### config.mk
export PLATFORM = sky130hd
export DESIGN_NAME = lsu_dmem_master_flat
export DESIGN_NICKNAME = d
export VERILOG_FILES = /design/src/rtl/lsu_dmem_master_if.sv /design/src/rtl/lsu_dmem_master.sv /design/src/flat_wrapper.sv
export SDC_FILE = /design/constraint.sdc
export NUM_CORES = 1
export LEC_CHECK = 0
export ABC_AREA = 1
export ABC_CLOCK_PERIOD_IN_PS = 2400
export CORE_AREA = 2 2 118 120
export CTS_BUF_LIST = sky130_fd_sc_hd__clkbuf_8 sky130_fd_sc_hd__clkbuf_16
export DETAILED_ROUTE_END_ITERATION = 16
export DIE_AREA = 0 0 120 122
export GPL_TIMING_DRIVEN = 0
export PLACE_DENSITY = 0.79
export SLEW_MARGIN = 20
export SYNTH_ARGS = -nofsm -noshare
export SYNTH_HDL_FRONTEND = slang
export SYNTH_SLANG_ARGS = --single-unit
### constraint.sdc
create_clock -name clk -period 2.4 [get_ports clk]
set_input_delay 0.24 -clock clk [delete_from_list [all_inputs] [get_ports clk]]
set_output_delay 0.24 -clock clk [all_outputs]
set_load 0.05 [all_outputs]
### src/rtl/lsu_dmem_master_if.sv
// Core-side request/response channel and DMEM responder port of the load/store unit.
// The master modport is the LSU's view; slave is the view of its core/DMEM environment.
`timescale 1ns/1ps
interface lsu_dmem_master_if;
  logic        req_valid;
  logic        req_ready;
  logic        req_we;
  logic [2:0]  req_funct3;
  logic [31:0] req_addr;
  logic [31:0] req_wdata;

  logic        rsp_valid;
  logic        rsp_ready;
  logic [31:0] rsp_rdata;
  logic        rsp_err;

  logic [31:0] dmem_addr;
  logic [31:0] dmem_wdata;
  logic [3:0]  dmem_we;
  logic        dmem_rd;
  logic [2:0]  dmem_load_select;
  logic [31:0] dmem_rdata;

  modport master (
    input  req_valid, req_we, req_funct3, req_addr, req_wdata, rsp_ready, dmem_rdata,
    output req_ready, rsp_valid, rsp_rdata, rsp_err,
           dmem_addr, dmem_wdata, dmem_we, dmem_rd, dmem_load_select
  );

  modport slave (
    output req_valid, req_we, req_funct3, req_addr, req_wdata, rsp_ready, dmem_rdata,
    input  req_ready, rsp_valid, rsp_rdata, rsp_err,
           dmem_addr, dmem_wdata, dmem_we, dmem_rd, dmem_load_select
  );
endinterface

### src/rtl/lsu_dmem_master.sv
// Load/store initiator: one request at a time, word-aligned DMEM access with byte lanes,
// sign/zero-extended load data and a registered response carrying an error flag.
`timescale 1ns/1ps
module lsu_dmem_master #(
  parameter int unsigned READ_LATENCY = 1  // dmem_rd to dmem_rdata valid, legal 1..4
) (
  input logic            clk,
  input logic            rstn,
  lsu_dmem_master_if.master bus
);

  typedef enum logic [1:0] {S_IDLE, S_ACCESS, S_WAIT, S_RESP} state_t;

  localparam logic [1:0] WAIT_LAST = 2'(READ_LATENCY - 1);

  state_t      state_q, state_d;
  logic        we_q, we_d;
  logic [2:0]  funct3_q, funct3_d;
  logic [1:0]  addr_lo_q, addr_lo_d;
  logic [1:0]  wait_cnt_q, wait_cnt_d;
  logic [31:0] dmem_addr_q, dmem_addr_d;
  logic [31:0] dmem_wdata_q, dmem_wdata_d;
  logic [3:0]  dmem_we_q, dmem_we_d;
  logic        dmem_rd_q, dmem_rd_d;
  logic        rsp_valid_q, rsp_valid_d;
  logic [31:0] rsp_rdata_q, rsp_rdata_d;
  logic        rsp_err_q, rsp_err_d;

  // Request decode, evaluated on the incoming request so it is ready at the accept edge.
  logic        req_illegal, req_misaligned;
  logic [3:0]  req_mask;
  logic [31:0] req_store_data;

  // NOTE: every variable written in always_comb gets a default first, so no path leaves it unassigned and no latch is inferred.
  always_comb begin
    req_illegal = 1'b0;
    if (bus.req_we) req_illegal = (bus.req_funct3 > 3'b010);
    else            req_illegal = (bus.req_funct3 == 3'b011) || (bus.req_funct3[2:1] == 2'b11);

    req_misaligned = 1'b0;
    case (bus.req_funct3[1:0])
      2'b01:   req_misaligned = bus.req_addr[0];
      2'b10:   req_misaligned = (bus.req_addr[1:0] != 2'b00);
      default: req_misaligned = 1'b0;
    endcase

    req_mask       = 4'b1111;
    req_store_data = bus.req_wdata;
    case (bus.req_funct3[1:0])
      2'b00: begin
        req_mask       = 4'b0001 << bus.req_addr[1:0];
        req_store_data = {4{bus.req_wdata[7:0]}};
      end
      2'b01: begin
        req_mask       = 4'b0011 << {bus.req_addr[1], 1'b0};
        req_store_data = {2{bus.req_wdata[15:0]}};
      end
      default: ;
    endcase
  end

  // Lane extraction from the full word DMEM returns, using the latched low address bits.
  logic [7:0]  ld_byte;
  logic [15:0] ld_half;
  logic [31:0] ld_data;

  always_comb begin
    ld_byte = bus.dmem_rdata[{addr_lo_q, 3'b000} +: 8];
    ld_half = bus.dmem_rdata[{addr_lo_q[1], 4'b0000} +: 16];
    case (funct3_q)
      3'b000:  ld_data = {{24{ld_byte[7]}}, ld_byte};
      3'b001:  ld_data = {{16{ld_half[15]}}, ld_half};
      3'b100:  ld_data = {24'h0, ld_byte};
      3'b101:  ld_data = {16'h0, ld_half};
      default: ld_data = bus.dmem_rdata;
    endcase
  end

  always_comb begin
    state_d      = state_q;
    we_d         = we_q;
    funct3_d     = funct3_q;
    addr_lo_d    = addr_lo_q;
    wait_cnt_d   = wait_cnt_q;
    dmem_addr_d  = dmem_addr_q;
    dmem_wdata_d = dmem_wdata_q;
    dmem_we_d    = 4'b0000;  // write strobe lives for exactly the ACCESS cycle
    dmem_rd_d    = dmem_rd_q;
    rsp_valid_d  = rsp_valid_q;
    rsp_rdata_d  = rsp_rdata_q;
    rsp_err_d    = rsp_err_q;

    case (state_q)
      S_IDLE: begin
        if (bus.req_valid) begin
          we_d      = bus.req_we;
          funct3_d  = bus.req_funct3;
          addr_lo_d = bus.req_addr[1:0];
          if (req_illegal || req_misaligned) begin
            state_d     = S_RESP;
            rsp_valid_d = 1'b1;
            rsp_err_d   = 1'b1;
            rsp_rdata_d = 32'h0;
          end else begin
            state_d      = S_ACCESS;
            dmem_addr_d  = {bus.req_addr[31:2], 2'b00};
            dmem_wdata_d = req_store_data;
            if (bus.req_we) dmem_we_d = req_mask;
            else            dmem_rd_d = 1'b1;
          end
        end
      end
      S_ACCESS: begin
        if (we_q) begin
          state_d     = S_RESP;
          rsp_valid_d = 1'b1;
          rsp_err_d   = 1'b0;
          rsp_rdata_d = 32'h0;
        end else begin
          state_d    = S_WAIT;
          wait_cnt_d = WAIT_LAST;
        end
      end
      S_WAIT: begin
        if (wait_cnt_q == 2'd0) begin
          state_d     = S_RESP;
          dmem_rd_d   = 1'b0;
          rsp_valid_d = 1'b1;
          rsp_err_d   = 1'b0;
          rsp_rdata_d = ld_data;
        end else begin
          wait_cnt_d = wait_cnt_q - 2'd1;
        end
      end
      S_RESP: begin
        if (bus.rsp_ready) begin
          state_d     = S_IDLE;
          rsp_valid_d = 1'b0;
          rsp_err_d   = 1'b0;
          rsp_rdata_d = 32'h0;
        end
      end
      default: state_d = S_IDLE;
    endcase
  end

  // NOTE: state uses non-blocking assignments only; the async reset clears every register so
  // dmem_we/dmem_rd drop the moment rstn falls, independent of the clock.
  always_ff @(posedge clk or negedge rstn) begin
    if (!rstn) begin
      state_q      <= S_IDLE;
      we_q         <= 1'b0;
      funct3_q     <= 3'b000;
      addr_lo_q    <= 2'b00;
      wait_cnt_q   <= 2'b00;
      dmem_addr_q  <= 32'h0;
      dmem_wdata_q <= 32'h0;
      dmem_we_q    <= 4'b0000;
      dmem_rd_q    <= 1'b0;
      rsp_valid_q  <= 1'b0;
      rsp_rdata_q  <= 32'h0;
      rsp_err_q    <= 1'b0;
    end else begin
      state_q      <= state_d;
      we_q         <= we_d;
      funct3_q     <= funct3_d;
      addr_lo_q    <= addr_lo_d;
      wait_cnt_q   <= wait_cnt_d;
      dmem_addr_q  <= dmem_addr_d;
      dmem_wdata_q <= dmem_wdata_d;
      dmem_we_q    <= dmem_we_d;
      dmem_rd_q    <= dmem_rd_d;
      rsp_valid_q  <= rsp_valid_d;
      rsp_rdata_q  <= rsp_rdata_d;
      rsp_err_q    <= rsp_err_d;
    end
  end

  assign bus.req_ready        = (state_q == S_IDLE);
  assign bus.rsp_valid        = rsp_valid_q;
  assign bus.rsp_rdata        = rsp_rdata_q;
  assign bus.rsp_err          = rsp_err_q;
  assign bus.dmem_addr        = dmem_addr_q;
  assign bus.dmem_wdata       = dmem_wdata_q;
  assign bus.dmem_we          = dmem_we_q;
  assign bus.dmem_rd          = dmem_rd_q;
  assign bus.dmem_load_select = 3'b010;

endmodule

### src/flat_wrapper.sv
// flat-port wrapper written by rule: the top's interface ports become plain ports
module lsu_dmem_master_flat 
#(
  parameter int unsigned READ_LATENCY = 1                                            
)
  (clk, rstn, bus_req_valid, bus_req_we, bus_req_funct3, bus_req_addr, bus_req_wdata, bus_rsp_ready, bus_dmem_rdata, bus_req_ready, bus_rsp_valid, bus_rsp_rdata, bus_rsp_err, bus_dmem_addr, bus_dmem_wdata, bus_dmem_we, bus_dmem_rd, bus_dmem_load_select);
  lsu_dmem_master_if bus_i ();
  input logic clk;
  input logic rstn;
  input wire logic [$bits(bus_i.req_valid)-1:0] bus_req_valid;
  input wire logic [$bits(bus_i.req_we)-1:0] bus_req_we;
  input wire logic [$bits(bus_i.req_funct3)-1:0] bus_req_funct3;
  input wire logic [$bits(bus_i.req_addr)-1:0] bus_req_addr;
  input wire logic [$bits(bus_i.req_wdata)-1:0] bus_req_wdata;
  input wire logic [$bits(bus_i.rsp_ready)-1:0] bus_rsp_ready;
  input wire logic [$bits(bus_i.dmem_rdata)-1:0] bus_dmem_rdata;
  output wire logic [$bits(bus_i.req_ready)-1:0] bus_req_ready;
  output wire logic [$bits(bus_i.rsp_valid)-1:0] bus_rsp_valid;
  output wire logic [$bits(bus_i.rsp_rdata)-1:0] bus_rsp_rdata;
  output wire logic [$bits(bus_i.rsp_err)-1:0] bus_rsp_err;
  output wire logic [$bits(bus_i.dmem_addr)-1:0] bus_dmem_addr;
  output wire logic [$bits(bus_i.dmem_wdata)-1:0] bus_dmem_wdata;
  output wire logic [$bits(bus_i.dmem_we)-1:0] bus_dmem_we;
  output wire logic [$bits(bus_i.dmem_rd)-1:0] bus_dmem_rd;
  output wire logic [$bits(bus_i.dmem_load_select)-1:0] bus_dmem_load_select;
  assign bus_i.req_valid = bus_req_valid;
  assign bus_i.req_we = bus_req_we;
  assign bus_i.req_funct3 = bus_req_funct3;
  assign bus_i.req_addr = bus_req_addr;
  assign bus_i.req_wdata = bus_req_wdata;
  assign bus_i.rsp_ready = bus_rsp_ready;
  assign bus_i.dmem_rdata = bus_dmem_rdata;
  assign bus_req_ready = bus_i.req_ready;
  assign bus_rsp_valid = bus_i.rsp_valid;
  assign bus_rsp_rdata = bus_i.rsp_rdata;
  assign bus_rsp_err = bus_i.rsp_err;
  assign bus_dmem_addr = bus_i.dmem_addr;
  assign bus_dmem_wdata = bus_i.dmem_wdata;
  assign bus_dmem_we = bus_i.dmem_we;
  assign bus_dmem_rd = bus_i.dmem_rd;
  assign bus_dmem_load_select = bus_i.dmem_load_select;
  lsu_dmem_master #(.READ_LATENCY(READ_LATENCY)) u_core (.clk(clk), .rstn(rstn), .bus(bus_i));
endmodule
==> results of run 1 <==
worst paths after layout:
check                                                startpoint                                     to  slack [ns]  depth (start not counted)
hold reg to reg            u_core.bus.dmem_addr[19]$_DFFE_PN0P_   u_core.bus.dmem_addr[19]$_DFFE_PN0P_        0.48                          2
min in group clk                                bus_req_addr[4]    u_core.bus.dmem_addr[4]$_DFFE_PN0P_        0.42                          3
setup / recovery                              bus_req_funct3[1]  u_core.bus.dmem_wdata[28]$_DFFE_PN0P_        0.21                          8
hold / removal                                             rstn    u_core.bus.rsp_rdata[6]$_DFFE_PN0P_        0.39                          2
setup reg to reg                  u_core.state_q[0]$_DFFE_PN0P_   u_core.bus.rsp_rdata[31]$_DFFE_PN0P_        0.27                          9
max in group asynchronous                                  rstn   u_core.bus.dmem_addr[31]$_DFFE_PN0P_        1.34                          3
metal layers:
metal,global-route usage,share of wire,vias up
met5,0,0,-
met4,0.0890,0.022,0
met3,0.0960,0.12,36
met2,0.387,0.46,274
met1,0.299,0.40,2556
li1,-,-,2719
synthesized netlist by cell type, types with 10 or more instances:
cell / count
nand2_1: 177
inv_1: 79
o21ai_2: 62
a21oi_1: 47
nor2_1: 35
o21ai_1: 13
nand3_1: 30
clkbuf_1: 10
o21ai_0: 72
ha_1: 10
buf_2: 12
buf_6: 15
dfrtp_1: 111
final cells by class:
| type | instances | area (um2) |
|---|---|---|
| fillers | 1226 | 4990 |
| flip-flops and latches | 111 | 2780 |
| multi-input cells | 475 | 2470 |
| repair buffers | 209 | 2110 |
| inverters | 84 | 315 |
| plain buffers | 44 | 313 |
| clock buffers | 9 | 225 |
| well taps | 180 | 225 |
| clock inverters | 7 | 77.6 |
per-stage QoR:
step                total power, uW  hold slack (ns)  setup WS [ns]
floorplan                      8070          -0.0556          0.335
global placement              10400            0.463          -3.32
detailed placement            10500            0.219         -0.306
CTS                           12100            0.399         0.0233
global route                  12800            0.404         0.0406
finish                        12100            0.385          0.207
layout by cell type (no fill, tap or decap), types with 5 or more instances in the layout:
| cell | synthesis | layout |
|---|---|---|
| conb_1 | 2 | 5 |
| ha_1 | 10 | 10 |
| nand2_1 | 177 | 177 |
| dfrtp_1 | 111 | 111 |
| nand3_1 | 30 | 30 |
| a21oi_1 | 47 | 47 |
| o21ai_1 | 13 | 13 |
| clkbuf_1 | 10 | 10 |
| clkbuf_16 | 0 | 9 |
| o21ai_0 | 72 | 72 |
| buf_2 | 12 | 12 |
| clkdlybuf4s50_1 | 0 | 203 |
| nor2_1 | 35 | 35 |
| buf_4 | 5 | 7 |
| buf_6 | 15 | 16 |
| o21ai_2 | 62 | 62 |
| inv_1 | 79 | 79 |
cells by family after synthesis:
family          Yosys count
simple gates            261
compound gates          199
fa+ha+maj                10
flops                   111
other cells               2
buf+inv                 128
power groups by stage:
stage | Clock [uW] | Sequential, uW | Combinational (uW)
after detailed placement | 0 | 3100 | 7400
after global placement | 0 | 3100 | 7320
after global routing | 1700 | 3180 | 7960
after CTS | 1590 | 3090 | 7430
after floorplan | 0 | 5420 | 2650
final | 1570 | 3090 | 7430
registers in the layout, summed over array words and instances (netlist names):
register and flops:
u_core.bus.rsp_valid 1, u_core.addr_lo_q 2, u_core.wait_cnt_q 2, u_core.we_q 1, u_core.state_q 2, u_core.bus.dmem_rd 1, u_core.funct3_q 3, u_core.bus.rsp_err 1
u_core.bus.dmem_addr 30, u_core.bus.rsp_rdata 32, u_core.bus.dmem_wdata 32, u_core.bus.dmem_we 4
worst register-to-register path: cells and delay by family, from the launching register on:
| kind | cells | cell delay [ns] |
|---|---|---|
| simple gates | 4 | 0.68 |
| flops | 1 | 0.40 |
| buf+inv | 2 | 0.35 |
| fa+ha+maj | 1 | 0.30 |
| compound gates | 2 | 0.27 |
what timing repair did:
item                                   4_1_cts  5_1_grt
buffers inserted                             0        2
gates resized for setup                      0        1
endpoints found under the hold margin       49        0
hold buffers                                 1        0
setup endpoints to repair                    0       32
==> key figures, run 1 <==
Outcome
  – Status: finished, final reports clean

Die
  – Core area: 13500 um2
  – # rows: 43
  – Full die area: 14600 um2
  – Die Wd: 120 um
  – Starting Density: 0.435
  – Die Y: 122 um
  – Total I/O pin count: 211

STA
  – Clk_skew: 0.00505 ns
  – Worst-Margin Slew: 0.609 ns
  – Fin. Hold Viols: 0
  – Final Max Slew Viols: 0
  – Fin crit period: 2.19 ns
  – Fmax: 456 MHz
  – RSZ-0062 raised after global routing: false
  – Fin Setup TNS: 0 ns
  – Worst slew margin: 0.593
  – Setup violators final: 0
  – Final period util: 0.914

Finish
  – Final net count: 1048
  – ANT cells: 0
  – Area growth syn-to-layout: 45.1%
  – Final Util: 0.631
  – Final cell count without fillers: 1119
  – Design area: 8520 um2
  – Share of cells above drive strength 1: 0.141

Placement
  – Placed Cells: 1100
  – Port Buffer Count: 205
  – DP Area: 8190 um2
  – Post-DP HPWL: 12.9 mm
  – Gp weighted congestion: 0.895

Pwr
  – Lkg Pwr: 0.00397 uW
  – Sequential share of power: 0.256
  – Comb pwr share: 0.615
  – Internal cell power: 5900 uW
  – Switching power: 6180 uW
  – VDD IR max: 1130 uV
  – Cell Pwr Density: 1420 nW/um2
  – Clk pwr share: 0.130
  – Switch share: 0.511

Global route
  – All-layer global routing usage: 0.243
  – First-pass GRT wire length: 27.7 mm
  – Largest net degree at the start of global routing: 63
  – Grt ovf: 0
  – Antenna violations before repair: 0
  – Vias in the first global route: 5386

Flow run
  – Max-cap violations: 0

Synth
  – YS warnings: 0
  – Sequential cell area fraction in the yosys report: 0.473
  – Synth Area in Adders: 0.0213
  – Syn avg cell area: 8.26 um2
  – Ys flop type: dfrtp_1
  – Gate Count Post-Synth: 711
  – Yosys top cell area share: 0.473
  – Synthesized flop and latch total: 111
  – Asr flop ratio synth: 1.00
  – Multiplexer share of the synthesized area: 0
  – Simple-gate area share of the yosys netlist: 0.186
  – Main combinational cell family by area after synthesis: compound AO/OA/AOI/OAI gates
  – Leading area contributor after synthesis: dfrtp_1
  – Area contributors post-synth: dfrtp_1, nand2_1, o21ai_2
  – Netlist cell types: 32
  – Number of synthesized flops with an enable pin: 0
  – Post-Syn Area: 5870 um2
  – Synth Area in Compound Gates: 0.211
  – XOR/XNOR Fraction of Synth Area: 0

Clocking
  – Worst-skew pair later-pin latency: 0.36 ns
  – CTS tree: done
  – Sink Count: 111
  – Clock transition at the registers of the reported paths: 0.07 ns
  – Clock root cell: clkbuf_16
  – Max Buffers Root-to-Sink: 2
  – CTS Buf Count: 9
  – H-tree depth: 3

Setup path
  – Setup crit end kind: register
  – Startpoint Class: input pin
  – Crit-path max FO: 10
  – Slowest cell delay on critical path: 0.66 ns
  – Critical path type: in2reg
  – Slowest-stage cell, CP: clkdlybuf4s50_1
  – Worst path bufs/invs: 4
  – Worst Path Arrival: 2.49 ns
  – Cell chain of the critical path: clkdlybuf4s50_1 -> inv_2 -> ha_1 -> buf_6 -> nor2_1 -> clkbuf_1 -> a21oi_1 -> o21ai_2
  – CP required: 2.69 ns
  – Top delay family on crit path: buffers and inverters

Detailed routing
  – DR WL/cell: 15.4 um
  – Drt pass-1 iters: 5
  – Drc violations: 0
  – Total Wirelength: 17.3 mm
  – ANT nets after route: 0
  – Via Count: 5585
  – Iteration-0 DRC Markers: 432
  – Via/cell ratio: 4.99

Worst hold path
  – Worst Hold Class: in2async
Note: power is estimated with default switching activity, not from simulation.
==> inputs of run 2 (changes only) <==
--- a/config.mk
+++ b/config.mk
@@ -7,12 +7,11 @@
 export LEC_CHECK = 0
 export ABC_AREA = 1
 export ABC_CLOCK_PERIOD_IN_PS = 2400
-export CORE_AREA = 2 2 118 120
+export CORE_AREA = 2 2 157 159
 export CTS_BUF_LIST = sky130_fd_sc_hd__clkbuf_8 sky130_fd_sc_hd__clkbuf_16
 export DETAILED_ROUTE_END_ITERATION = 16
-export DIE_AREA = 0 0 120 122
+export DIE_AREA = 0 0 159 161
 export GPL_TIMING_DRIVEN = 0
-export PLACE_DENSITY = 0.79
 export SLEW_MARGIN = 20
 export SYNTH_ARGS = -nofsm -noshare
 export SYNTH_HDL_FRONTEND = slang
==> run 2 against run 1 <==
  * First-iteration DRC count is 44% lower
  * Clock power is 3% higher
  * Final area up 2.2%
  * Largest cell class unchanged
==> key figures, run 2 (synthesis results as in run 1) <==
Outcome
  – Status: finished, final reports clean

STA
  – Fin crit period: 2.13 ns
  – Clk_skew: 0.00775 ns
  – Worst-Margin Slew: 0.569 ns
  – Final Max Slew Viols: 0
  – Fmax: 471 MHz
  – Setup violators final: 0
  – RSZ-0062 raised after global routing: false
  – Final hold slack: 0.367 ns
  – Worst slew margin: 0.619
  – Final period util: 0.886
  – Fin. Hold Viols: 0

Finish
  – Final Util: 0.363
  – Final net count: 1047
  – Most common cell after layout, fill and taps aside: clkdlybuf4s50_1
  – Share of cells above drive strength 1: 0.135
  – Area growth syn-to-layout: 48.3%
  – Final cell count without fillers: 1263
  – Most frequent cells in the layout: clkdlybuf4s50_1, nand2_1, dfrtp_1

Detailed routing
  – Total Wirelength: 19.1 mm
  – DR WL/cell: 15.1 um
  – ANT nets after route: 0
  – Via Count: 5478
  – Drc violations: 0
  – Drt pass-1 iters: 5
  – Iteration-0 DRC Markers: 240
  – Via/cell ratio: 4.34

Setup path
  – Crit-path max FO: 10
  – Startpoint Class: register
  – Worst path bufs/invs: 2
  – Slowest cell delay on critical path: 0.40 ns
  – Slowest-stage cell, CP: dfrtp_1
  – Cell chain of the critical path: inv_1 -> ha_1 -> nand2_1 -> o211ai_1 -> nor2_4 -> nand2_2 -> buf_2 -> nand2_1 -> o21ai_0
  – Critical path type: reg2reg
  – CP required: 2.62 ns
  – CP most frequent cell: nand2_1
  – Top delay family on crit path: simple AND/OR/NAND/NOR gates
  – Worst Path Arrival: 2.35 ns
  – Setup crit end kind: register

Pwr
  – Cell Pwr Density: 1390 nW/um2
  – Switching power: 6140 uW
  – Switch share: 0.507
  – Comb pwr share: 0.611
  – Sequential share of power: 0.256
  – Lkg Pwr: 0.00398 uW
  – VDD IR max: 789 uV
  – Clk pwr share: 0.133
  – Internal cell power: 5980 uW

Die
  – Starting Density: 0.245
  – Core area: 24000 um2
  – Full die area: 25600 um2
  – Total I/O pin count: 211
  – Die Wd: 159 um
  – # rows: 57
  – Die Y: 161 um

Clocking
  – H-tree depth: 3
  – CTS Buf Count: 9
  – Clock root cell: clkbuf_16
  – Worst-skew pair later-pin latency: 0.36 ns
  – Sink Count: 111
  – Clock transition at the registers of the reported paths: 0.07 ns
  – Max Buffers Root-to-Sink: 2
  – CTS tree: done

Placement
  – Placed Cells: 1244
  – Gp weighted congestion: 0.851
  – Port Buffer Count: 205
  – Post-DP HPWL: 14.8 mm

Worst hold path
  – Worst Hold Class: in2async

Global route
  – Antenna violations before repair: 3
  – Vias in the first global route: 5289
  – Grt ovf: 0
  – All-layer global routing usage: 0.149
  – First-pass GRT wire length: 29.9 mm
  – Largest net degree at the start of global routing: 73

Flow run
  – Max-cap violations: 0
[run 2: final timing paths]
kind | start | end | slack (ns) | cells after the start
setup reg to reg | u_core.state_q[0]$_DFFE_PN0P_ | u_core.bus.rsp_rdata[16]$_DFFE_PN0P_ | 0.27 | 9
hold reg to reg | u_core.bus.dmem_rd$_DFFE_PN0P_ | u_core.bus.dmem_rd$_DFFE_PN0P_ | 0.48 | 2
max in group asynchronous | rstn | u_core.bus.dmem_addr[4]$_DFFE_PN0P_ | 1.32 | 3
hold / removal | rstn | u_core.bus.rsp_rdata[19]$_DFFE_PN0P_ | 0.37 | 2
min in group clk | bus_req_addr[3] | u_core.bus.dmem_addr[3]$_DFFE_PN0P_ | 0.43 | 3
setup / recovery | u_core.state_q[0]$_DFFE_PN0P_ | u_core.bus.rsp_rdata[16]$_DFFE_PN0P_ | 0.27 | 9
[run 2: timing repair]
| item | CTS | global route |
|---|---|---|
| endpoints found under the hold margin | 39 | 0 |
| pin swaps | 0 | 0 |
| hold buffers | 1 | 0 |
| resized for setup | 1 | 3 |
| endpoints found under the setup margin | 21 | 16 |
| buffers inserted | 1 | 0 |
[run 2: power groups by stage]
stage | combinational [uW] | clock (uW) | sequential, uW
finish | 7400 | 1620 | 3100
global route | 7970 | 1740 | 3200
CTS | 7440 | 1670 | 3110
detailed placement | 7420 | 0 | 3120
global placement | 7370 | 0 | 3110
floorplan | 2650 | 0 | 5420
[run 2: metrics by stage]
step                      total power (uW)  setup slack (ns)  TNS (ns)  cell area, um2
after global routing                 12900            0.0769         0            8700
after floorplan                       8070             0.335         0            5880
final                                12100             0.275         0            8700
after global placement               10500             -3.60   -422.86            8340
after CTS                            12200             0.147         0            8690
after detailed placement             10500            -0.463    -25.11            8370
[run 2: per-layer routing]
metal  share of wire  GRT usage  up-vias
met4           0.018     0.0483        2
met3           0.092     0.0521       24
li1                -          -     2725
met1            0.44      0.193     2506
met5         0.00068          0        -
met2            0.45      0.233      221
[run 2: cell type report]
type,instances,area (um2)
antenna,1,2.50
buffer,44,313
clock buffer,9,225
clock inverter,7,82.6
fill,2520,15300
inverter,84,318
multi-input combinational,475,2480
sequential,111,2780
tap,324,405
timing repair buffer,208,2100
==> inputs of run 3 (changes only) <==
--- a/config.mk
+++ b/config.mk
@@ -12,6 +12,7 @@
 export DETAILED_ROUTE_END_ITERATION = 16
 export DIE_AREA = 0 0 159 161
 export GPL_TIMING_DRIVEN = 0
+export SETUP_SLACK_MARGIN = 0.3
 export SLEW_MARGIN = 20
 export SYNTH_ARGS = -nofsm -noshare
 export SYNTH_HDL_FRONTEND = slang
==> run 3 against run 2 <==
  * Final area rose by 0.45%
  * Maximum frequency up 5.5%
  * Via count up 0.38%
  * Cell count rose by 0.32%
  * Clock-buffer cell count is the same
  * Power is 0.91% higher
  * Critical path depth is 6 lower
  * Die area unchanged
  * Clock power about the same
  * Combinational power increased by 1%
  * Highest routed layer unchanged
==> key figures, run 3 (synthesis results as in run 1) <==
Outcome
  – Status: finished, final reports clean

Pwr
  – Clk pwr share: 0.132
  – Internal cell power: 6070 uW
  – Sequential share of power: 0.253
  – Cell Pwr Density: 1400 nW/um2
  – Switching power: 6160 uW
  – Lkg Pwr: 0.00400 uW
  – VDD IR max: 789 uV
  – Switch share: 0.503
  – Comb pwr share: 0.614

Placement
  – Post-DP HPWL: 14.8 mm
  – Place WS: -0.463 ns
  – Placed Cells: 1244
  – Gp weighted congestion: 0.851
  – DP Area: 8370 um2
  – Port Buffer Count: 205

Global route
  – Antenna violations before repair: 3
  – First-pass GRT wire length: 30.0 mm
  – All-layer global routing usage: 0.150
  – Grt ovf: 0
  – Largest net degree at the start of global routing: 73
  – Vias in the first global route: 5306

Setup path
  – Reg2reg path depth: 10
  – Startpoint Class: register
  – Slowest-stage cell, CP: dlygate4sd2_1
  – Worst reg-to-reg setup slack: 0.47 ns
  – CP required: 2.16 ns
  – Launch point of the worst reg-to-reg path: u_core.state_q[0]$_DFFE_PN0P_
  – Crit-path max FO: 8
  – Cell chain of the critical path: inv_1 -> ha_2 -> dlygate4sd2_1
  – Critical path type: reg2out
  – Setup crit end kind: primary output
  – Slowest cell delay on critical path: 0.58 ns
  – Worst Path Arrival: 1.77 ns
  – R2R Path End: u_core.bus.rsp_rdata[10]$_DFFE_PN0P_

Detailed routing
  – DR WL/cell: 15.1 um
  – Total Wirelength: 19.1 mm
  – Via/cell ratio: 4.34
  – Via Count: 5499
  – Iteration-0 DRC Markers: 253
  – ANT nets after route: 0
  – Drt pass-1 iters: 5
  – Drc violations: 0

Finish
  – Most frequent cells in the layout: clkdlybuf4s50_1, nand2_1, dfrtp_1
  – Most common cell after layout, fill and taps aside: clkdlybuf4s50_1
  – Design area: 8740 um2
  – Final cell count without fillers: 1267
  – Final net count: 1051
  – Filler cell count: 2516
  – Area growth syn-to-layout: 48.9%
  – Share of cells above drive strength 1: 0.145
  – Final Util: 0.365

STA
  – Fmax: 496 MHz
  – Worst slew margin: 0.623
  – Fin. Hold Viols: 0
  – Fin crit period: 2.01 ns
  – Worst Setup Slack, final: 0.386 ns
  – Setup violators final: 0
  – Final Max Slew Viols: 0
  – Worst-Margin Slew: 0.563 ns
  – Clk_skew: 0.00800 ns
  – Final period util: 0.839
  – RSZ-0062 raised after global routing: false

Die
  – Starting Density: 0.245
  – Core area: 24000 um2
  – Full die area: 25600 um2
  – # rows: 57
  – Total I/O pin count: 211
  – Die Y: 161 um
  – Die Wd: 159 um

Clocking
  – H-tree depth: 3
  – Sink Count: 111
  – Clock root cell: clkbuf_16
  – Clock transition at the registers of the reported paths: 0.07 ns
  – CTS Buf Count: 9
  – CTS tree: done
  – Max Buffers Root-to-Sink: 2
  – Worst-skew pair later-pin latency: 0.36 ns

Flow run
  – Max-cap violations: 0

Worst hold path
  – Hold worst-path end: u_core.funct3_q[1]$_DFFE_PN0P_
  – Hold Startpoint: bus_req_funct3[1]
  – WHS Path Cells: 3
  – Worst Hold Class: in2reg
-- run 3: changes by cell type in the layout (fill, tap and decap cells not counted), sizes merged --
cell / change
dlymetal6s2s: -1
clkbuf: +2
clkinv: -1
buf: +3
clkinvlp: +1
-- run 3: how the worst max path moves through the flow --
stage	from	to	slack, ns
2_1_floorplan	u_core.state_q[0]$_DFFE_PN0P_	u_core.bus.dmem_wdata[16]$_DFFE_PN0P_	0.33
3_3_place_gp	rstn	u_core.bus.dmem_addr[5]$_DFFE_PN0P_	-3.60
3_5_place_dp	bus_req_funct3[1]	u_core.bus.rsp_rdata[15]$_DFFE_PN0P_	-0.46
4_1_cts	u_core.state_q[0]$_DFFE_PN0P_	u_core.bus.rsp_rdata[16]$_DFFE_PN0P_	0.33
5_1_grt	u_core.state_q[0]$_DFFE_PN0P_	u_core.bus.rsp_rdata[29]$_DFFE_PN0P_	0.30
6_report	u_core.state_q[0]$_DFFE_PN0P_	bus_req_ready	0.39
-- run 3: final cells by class --
cell class              instances  area (um2)  share of cell area
clock inverters                 7        82.6             0.00945
diodes                          1        2.50            0.000286
flip-flops and latches        111        2780               0.318
clock buffers                   9         225              0.0258
plain buffers                  44         320              0.0366
inverters                      84         322              0.0368
well taps                     324         405              0.0464
multi-input cells             475        2480               0.284
repair buffers                212        2120               0.243
-- run 3: metal layers --
metal / wire length [um] / share of wire / vias up / GRT usage
li1: - / - / 2733 / -
met1: 8310 / 0.44 / 2499 / 0.194
met2: 8580 / 0.45 / 243 / 0.233
met3: 1900 / 0.099 / 22 / 0.0532
met4: 300 / 0.016 / 2 / 0.0500
met5: 13 / 0.00068 / - / 0
-- run 3: critical path: cells and delay by family, from the launching register on --
family	cells	cell delay, ns
flops	1	0.42
fa+ha+maj	1	0.28
buf+inv	2	0.72
-- run 3: power by group through the flow --
stage          combinational (uW)  clock, uW  sequential (uW)
2_1_floorplan                2650          0             5420
3_3_place_gp                 7370          0             3110
3_5_place_dp                 7420          0             3120
4_1_cts                      7500       1670             3110
5_1_grt                      8090       1740             3200
6_report                     7510       1620             3100
-- run 3: through the flow --
step	hold slack, ns	TNS, ns	total power (uW)
after floorplan	-0.0556	0	8070
after global placement	0.464	-422.86	10500
after detailed placement	0.180	-25.11	10500
after CTS	0.369	0	12300
after global routing	0.391	0	13000
final	0.361	0	12200
-- run 3: repair_timing --
action | in CTS | in global routing
endpoints found under the setup margin | 101 | 60
pin swaps | 2 | 2
endpoints found under the hold margin | 39 | 0
hold buffers | 1 | 0
buffers inserted | 3 | 2
resized for setup | 4 | 12
